$ cat config.mk
export PLATFORM = sky130hd
export DESIGN_NAME = dsp_mac_casc_param
export DESIGN_NICKNAME = d
export VERILOG_FILES = /design/src/rtl/dsp_mac_casc_param.sv
export SDC_FILE = /design/constraint.sdc
export NUM_CORES = 1
export LEC_CHECK = 0
export ABC_AREA = 1
export BUFFER_PORTS_ARGS = -buffer_cell sky130_fd_sc_hd__buf_4
export CAP_MARGIN = 20
export CORE_AREA = 2 2 180 218
export CTS_BUF_LIST = sky130_fd_sc_hd__clkbuf_8
export DETAILED_ROUTE_END_ITERATION = 10
export DIE_AREA = 0 0 182 220
export PLACE_DENSITY = 0.78
export SYNTH_ARGS = -nofsm -noshare
export SYNTH_HDL_FRONTEND = slang
export SYNTH_SLANG_ARGS = --single-unit
$ cat constraint.sdc
create_clock -name clock_i -period 5.45 [get_ports clock_i]
set_input_delay 0.2725 -clock clock_i [delete_from_list [all_inputs] [get_ports clock_i]]
set_output_delay 0.2725 -clock clock_i [all_outputs]
set_load 0.02 [all_outputs]
$ cat src/rtl/dsp_mac_casc_param.sv
// One cascadable DSP multiply-accumulate slice: W x W product plus optional C and a selectable
// Z source, with mode/shift/valid travelling beside their operands so each op carries its own control.
module dsp_mac_casc_param #(
    parameter int W     = 17,
    parameter int P_W   = 48,
    parameter int ABREG = 1,
    parameter int MREG  = 1,
    parameter int CREG  = 1
) (
    input  logic             clock_i,
    input  logic             reset_n_i,
    input  logic             ce_i,
    input  logic             valid_i,
    input  logic [3:0]       mode_i,
    input  logic             shift_i,
    input  logic [W-1:0]     a_i,
    input  logic [W-1:0]     b_i,
    input  logic             c_en_i,
    input  logic [2*W-1:0]   c_i,
    input  logic [P_W-1:0]   pcin_i,
    output logic [2*W-1:0]   p_o,
    output logic [P_W-1:0]   pcout_o,
    output logic             valid_o
);

    localparam int CTL_DEPTH = ABREG + MREG;

    logic [W-1:0]   aStage;
    logic [W-1:0]   bStage;
    logic [2*W-1:0] product;
    logic [2*W-1:0] mStage;
    logic [2*W-1:0] cStage;
    logic [5:0]     ctlIn;
    logic [5:0]     ctlStage;
    logic [3:0]     modeStage;
    logic           shiftStage;
    logic           validStage;
    logic [P_W-1:0] pReg_q;
    logic [P_W-1:0] pReg_d;
    logic           validReg_q;
    logic [P_W-1:0] prodTerm;
    logic [P_W-1:0] cTerm;
    logic [P_W-1:0] zTerm;

    generate
        if (ABREG == 0) begin : gNoAbReg
            assign aStage = a_i;
            assign bStage = b_i;
        end else begin : gAbReg
            logic [W-1:0] aPipe_q [ABREG];
            logic [W-1:0] bPipe_q [ABREG];

            always_ff @(posedge clock_i or negedge reset_n_i) begin
                if (!reset_n_i) begin
                    for (int i = 0; i < ABREG; i++) begin
                        aPipe_q[i] <= '0;
                        bPipe_q[i] <= '0;
                    end
                end else if (ce_i) begin
                    aPipe_q[0] <= a_i;
                    bPipe_q[0] <= b_i;
                    for (int i = 1; i < ABREG; i++) begin
                        aPipe_q[i] <= aPipe_q[i-1];
                        bPipe_q[i] <= bPipe_q[i-1];
                    end
                end
            end

            assign aStage = aPipe_q[ABREG-1];
            assign bStage = bPipe_q[ABREG-1];
        end
    endgenerate

    assign product = {{W{1'b0}}, aStage} * {{W{1'b0}}, bStage};

    generate
        if (MREG == 0) begin : gNoMReg
            assign mStage = product;
        end else begin : gMReg
            logic [2*W-1:0] mReg_q;

            always_ff @(posedge clock_i or negedge reset_n_i) begin
                if (!reset_n_i) begin
                    mReg_q <= '0;
                end else if (ce_i) begin
                    mReg_q <= product;
                end
            end

            assign mStage = mReg_q;
        end
    endgenerate

    // Control follows the operands stage for stage, so it reaches the P stage with its own data.
    assign ctlIn = {valid_i, shift_i, mode_i};

    generate
        if (CTL_DEPTH == 0) begin : gNoCtlPipe
            assign ctlStage = ctlIn;
        end else begin : gCtlPipe
            logic [5:0] ctlPipe_q [CTL_DEPTH];

            always_ff @(posedge clock_i or negedge reset_n_i) begin
                if (!reset_n_i) begin
                    for (int i = 0; i < CTL_DEPTH; i++) begin
                        ctlPipe_q[i] <= '0;
                    end
                end else if (ce_i) begin
                    ctlPipe_q[0] <= ctlIn;
                    for (int i = 1; i < CTL_DEPTH; i++) begin
                        ctlPipe_q[i] <= ctlPipe_q[i-1];
                    end
                end
            end

            assign ctlStage = ctlPipe_q[CTL_DEPTH-1];
        end
    endgenerate

    assign modeStage  = ctlStage[3:0];
    assign shiftStage = ctlStage[4];
    assign validStage = ctlStage[5];

    // The C register loads regardless of ce_i; a same-edge load is seen by the P stage one cycle later.
    generate
        if (CREG == 0) begin : gNoCReg
            assign cStage = c_i;
        end else begin : gCReg
            logic [2*W-1:0] cReg_q;

            always_ff @(posedge clock_i or negedge reset_n_i) begin
                if (!reset_n_i) begin
                    cReg_q <= '0;
                end else if (c_en_i) begin
                    cReg_q <= c_i;
                end
            end

            assign cStage = cReg_q;
        end
    endgenerate

    always_comb begin
        prodTerm = '0;
        cTerm    = '0;
        zTerm    = '0;
        if (modeStage[0]) begin
            prodTerm = {{(P_W-2*W){1'b0}}, mStage};
        end
        if (modeStage[1]) begin
            cTerm = {{(P_W-2*W){1'b0}}, cStage};
        end
        case (modeStage[3:2])
            2'b00:   zTerm = '0;
            2'b01:   zTerm = pcin_i;
            2'b10:   zTerm = pcin_i >> W;
            default: zTerm = shiftStage ? (pReg_q >> W) : pReg_q;
        endcase
        pReg_d = prodTerm + cTerm + zTerm;
    end

    always_ff @(posedge clock_i or negedge reset_n_i) begin
        if (!reset_n_i) begin
            pReg_q     <= '0;
            validReg_q <= 1'b0;
        end else if (ce_i) begin
            pReg_q     <= pReg_d;
            validReg_q <= validStage;
        end
    end

    assign p_o     = pReg_q[2*W-1:0];
    assign pcout_o = pReg_q;
    assign valid_o = validReg_q;

endmodule

Word-level counts from Yosys, hierarchy flattened
Index checks and enable logic that the tools add are counted.
Widths: inputs -> output; s select.
- add/sub/neg operators: 2
- $mul: 1
- div/mod/pow operators: 0
- order comparisons: 0
- equality and inequality tests: 2
- shifts and indexed selects: 0
- multiplexer cells: 4
- bitwise logic cells: 0
- reduce and logical (&&, ||, !) cells: 1
- operators by type and width (operator ; number):
    $pmux 48 s3 ; 1
    $mux 34 ; 2
    $add 34x48->48 ; 1
    $add 48x48->48 ; 1
    $mux 48 ; 1
    $mul 17x17->34 ; 1
    $eq 2x1->1 const B ; 1
    $eq 2x2->1 const B ; 1
    $logic_not 2->1 ; 1
- flip-flop bits (word level): 163
- latch bits: 0
- memory bits (writable): 0
- bits in read-only memories: 0
- output and inout port bits: 83
- word-level logic and storage cells: 18
- memories kept: 0

Depth between registers and ports, before layout
- depth after elaboration: 3
- mapped depth: 28
- gate-level depth less buffers: 26

Least setup slack after synthesis
Ideal clock, no wire load.
- kind: reg2reg
- from: reg gAbReg.aPipe_q, in the netlist aStage[15]
- to: reg gMReg.mReg_q[24]
- library setup time: 0.118 ns
- arrival: 5.429 ns
- setup slack: -0.097 ns
- cell stages (with the launch flop): 22
- buffers on the path: 2
- period minus slack after synthesis: 5.547 ns
- cell sequence: dfrtp_1 -> clkbuf_1 -> clkbuf_1 -> nand2_1 -> fa_1 -> fa_1 -> fa_1 -> inv_1 -> fa_1 -> fa_1 -> inv_1 -> fa_1 -> inv_1 -> ha_1 -> a21o_1 -> a21boi_0 -> nor2_1 -> nor2_1 -> nand3_1 -> or2_2 -> nand3_1 -> nand2_1
- word-level cells in the longest chain between the ends: 1
- ends and longest elaborated chain (element ; line ; source):
    from (decl) ; 50 ; logic [W-1:0] aPipe_q [ABREG];
    from (signal, indexed assignment) ; 63 ; aPipe_q[i] <= aPipe_q[i-1];
    $mul 17x17->34 ; 74 ; assign product = {{W{1'b0}}, aStage} * {{W{1'b0}}, bStage};
    to (signal assigned) ; 86 ; mReg_q <= product;
    to (decl) ; 80 ; logic [2*W-1:0] mReg_q;
No other way between the ends.
A chain may end at the register's enable or synchronous reset.

Final worst setup path
- from: reg gAbReg.aPipe_q, in the netlist aStage[6]
- to: reg gMReg.mReg_q[24]
The elaborated chain is that of the path after synthesis.

==> impl_metrics.tcl <==
set metrics [dict create \
    ir_drop_v 0.000881 \
    synth_edf_count 0 \
    syn-cell-area_um2 21400 \
    die_y_um 220 \
    outcome "finished, final reports clean" \
    end_kind "register" \
    core_um2 38200 \
    fmax_ghz 0.186 \
    netSwitchingFraction 0.520 \
    tightest_slew_ns 1.17 \
    drv_cap 0 \
    clk_pin_slew_ns 0.11 \
    ios 209 \
    postSynthAreaPerCell_um2 7.22 \
    wire_per_inst_um 19.4 \
    post-synth-top-count-cell "nand2_1" \
    fin_area_um2 25900 \
    h-tree-depth 4 \
    dr_total_vias 20500 \
    diodes 0 \
    setup_tns_ns 0 \
    grt_first_pass_wirelength_mm 112 \
    syn_inst 2963 \
    critPathMaxFanout 5 \
    p_leak_nw 14.6 \
    finalNonFillerCells 3769 \
    setup_viol 0 \
    synth_nets 3490 \
    ys.flop_type "dfrtp_1" \
    ys_ff_latch 163 \
    internal_power_w 0.00862 \
    antenna_found_initial 0 \
    cts_root_buffer "clkbuf_8" \
    portBuffers 208 \
    slew_headroom 0.217 \
    cts_buffers 17 \
    drt-total-wl_mm 73.2 \
    ys_types 39 \
    cts_num_sinks 163 \
    period_share 0.985 \
    placed_cells 3633 \
    hold_ws_ns 0.0485 \
    cts_max_path_buffers 2 \
    synth_common_cells "nand2_1 (976), inv_1 (613), fa_1 (259)" \
    layout_min_cycle_time_ns 5.37 \
    synth_area_leader_cell "fa_1" \
    cts_tree "yes" \
    clk-insertion-delay-late_ns 0.55 \
    slew_violations 0 \
    p_seq_frac 0.109 \
    drt-initial-drc-count 1228 \
    hold_violations 0 \
    drive_gt1_frac 0.176 \
    synthTopCellsByArea "fa_1 (24%), dfrtp_1 (19%), nand2_1 (17%), inv_1 (11%), ha_1 (8.3%)" \
    syn_to_final_growth_pct 20.9 \
    dieArea_um2 40000 \
    hpwlAfterDp_mm 58.0 \
    grtUsageTotal 0.369 \
    pwr-share-comb 0.836 \
    dr.pass1.iters 5 \
    rsz0062_at_grt "true" \
    drc_errors 0 \
    worst_ep_required_time_ns 5.90 \
    initial_core_util 0.561 \
    vias_per_cell 5.43 \
    grt_max_degree 104 \
    cp_data_arrival_time_ns 5.82 \
    hold_path.class "primary input to register" \
    die_width_um 182 \
    synth-seq-area-share 0.191 \
    fin_skew_ns 0.0199 \
    final_nets 3797 \
    gp_congestion 1.02 \
    drtAntennaViolNets 0 \
    fin_util 0.678 \
    async_reset_ff_frac 1.00 \
    yosys_warnings 0 \
    power_density_nw_per_um2 694 \
    rows 79 \
    path_class "register to register" \
    overflow 0 \
    pwr-share-clk 0.055 \
    dpl_cell_area_um2 23900 \
    grt_pass1_vias 21200 \
    p_sw_w 0.00934 \
    synth_top_area_share 0.242 \
    start_kind "register" \
]
## kinds of logic after synthesis
kind of cell / synth area share
AO/OA/AOI/OAI: 0.0724
XOR/XNOR: 0.0147
adder cells (fa/ha/maj): 0.325
buffers and inverters: 0.143
flip-flops: 0.191
multiplexers: 0.0179
AND/OR/NAND/NOR: 0.235
## worst max-delay path, stage by stage, from the launching register on
cell	delay, ns
dfrtp_2	0.45
buf_4	0.15
buf_4	0.13
buf_4	0.14
nand2_1	0.07
fa_1	0.44
fa_1	0.47
fa_1	0.54
inv_1	0.05
ha_1	0.29
fa_1	0.48
inv_1	0.05
fa_1	0.47
inv_1	0.04
ha_1	0.34
a21oi_2	0.22
o21ai_2	0.10
buf_4	0.14
nand2_1	0.05
nand2_1	0.05
nand2_1	0.07
nand3_1	0.08
or2_2	0.29
nand3_1	0.08
nand2_1	0.05
## layer usage
| layer | routed length (um) | GRT usage |
|---|---|---|
| met1 | 26500 | 0.406 |
| met2 | 37100 | 0.676 |
| met3 | 4170 | 0.0484 |
| met4 | 5400 | 0.230 |
| met5 | 0 | 0 |
## path summary, 6_finish.rpt
| path | startpoint | slack (ns) | cells past startpoint | endpoint |
|---|---|---|---|---|
| worst max register to register | aStage[6] | 0.08 | 24 | gMReg.mReg_q[24] |
| max in group asynchronous | reset_n_i | 3.66 | 3 | pcout_o[32] |
| worst min-delay path | ce_i | 0.05 | 2 | ctlStage[4] |
| min in group asynchronous | reset_n_i | 0.38 | 2 | pcout_o[2] |
| worst min register to register | valid_o | 0.49 | 2 | valid_o |
| worst max-delay path | aStage[6] | 0.08 | 24 | gMReg.mReg_q[24] |
## sequential cells by signal (all words and copies together), names as in the netlist
name and count:
ctlStage 6, bStage 17, gCtlPipe.ctlPipe_q 6, pcout_o 48
cStage 34, valid_o 1, aStage 17, gMReg.mReg_q 34
## timing repair
item                       4_1_cts  5_1_grt
hold buffers                    75        0
hold endpoints to repair       176        0
setup endpoints to repair       17       22
pin swaps                        0       37
gates resized for setup         31      131
buffers inserted                 7       21
## per-stage QoR
step / power [W] / worst slack, ns
2_1_floorplan: 0.00939 / -0.00668
3_3_place_gp: 0.0142 / -0.103
3_5_place_dp: 0.0144 / -0.145
6_report: 0.0180 / 0.0811
4_1_cts: 0.0157 / -0.00481
5_1_grt: 0.0195 / -0.125
## placed cells by master, fill, tap and decap left out, types with 14 or more instances in the layout
cell,netlist,routed
dfrtp_1,163,139
clkbuf_8,0,17
a21oi_1,112,95
nand4_1,14,14
o21ai_0,95,81
nand2_2,1,15
nand3_1,91,89
o21ai_1,4,15
ha_1,142,125
buf_4,38,357
a221oi_1,15,15
xnor2_1,28,28
nor2_1,156,143
dfrtp_2,0,24
fa_1,259,253
dlygate4sd3_1,0,75
inv_2,3,14
inv_1,613,601
nand2_1,976,961
a21oi_2,0,17
mux2_2,34,34
## power groups by stage
stage | sequential, W | combinational [W] | clock [W]
floorplan | 0.00189 | 0.00750 | 0
global placement | 0.00195 | 0.0122 | 0
detailed placement | 0.00197 | 0.0124 | 0
CTS | 0.00194 | 0.0128 | 0.00100
global route | 0.00197 | 0.0165 | 0.00104
finish | 0.00195 | 0.0150 | 0.000988
## cell type report
| type | instances | area [um2] |
|---|---|---|
| Multi-Input combinational cell | 2021 | 14700 |
| Fill cell | 3190 | 12300 |
| Sequential cell | 163 | 4110 |
| Timing Repair Buffer | 451 | 3730 |
| Inverter | 616 | 2310 |
| Tap cell | 486 | 608 |
| Clock buffer | 17 | 234 |
| Clock inverter | 15 | 181 |
(Power assumes the default switching activity.)
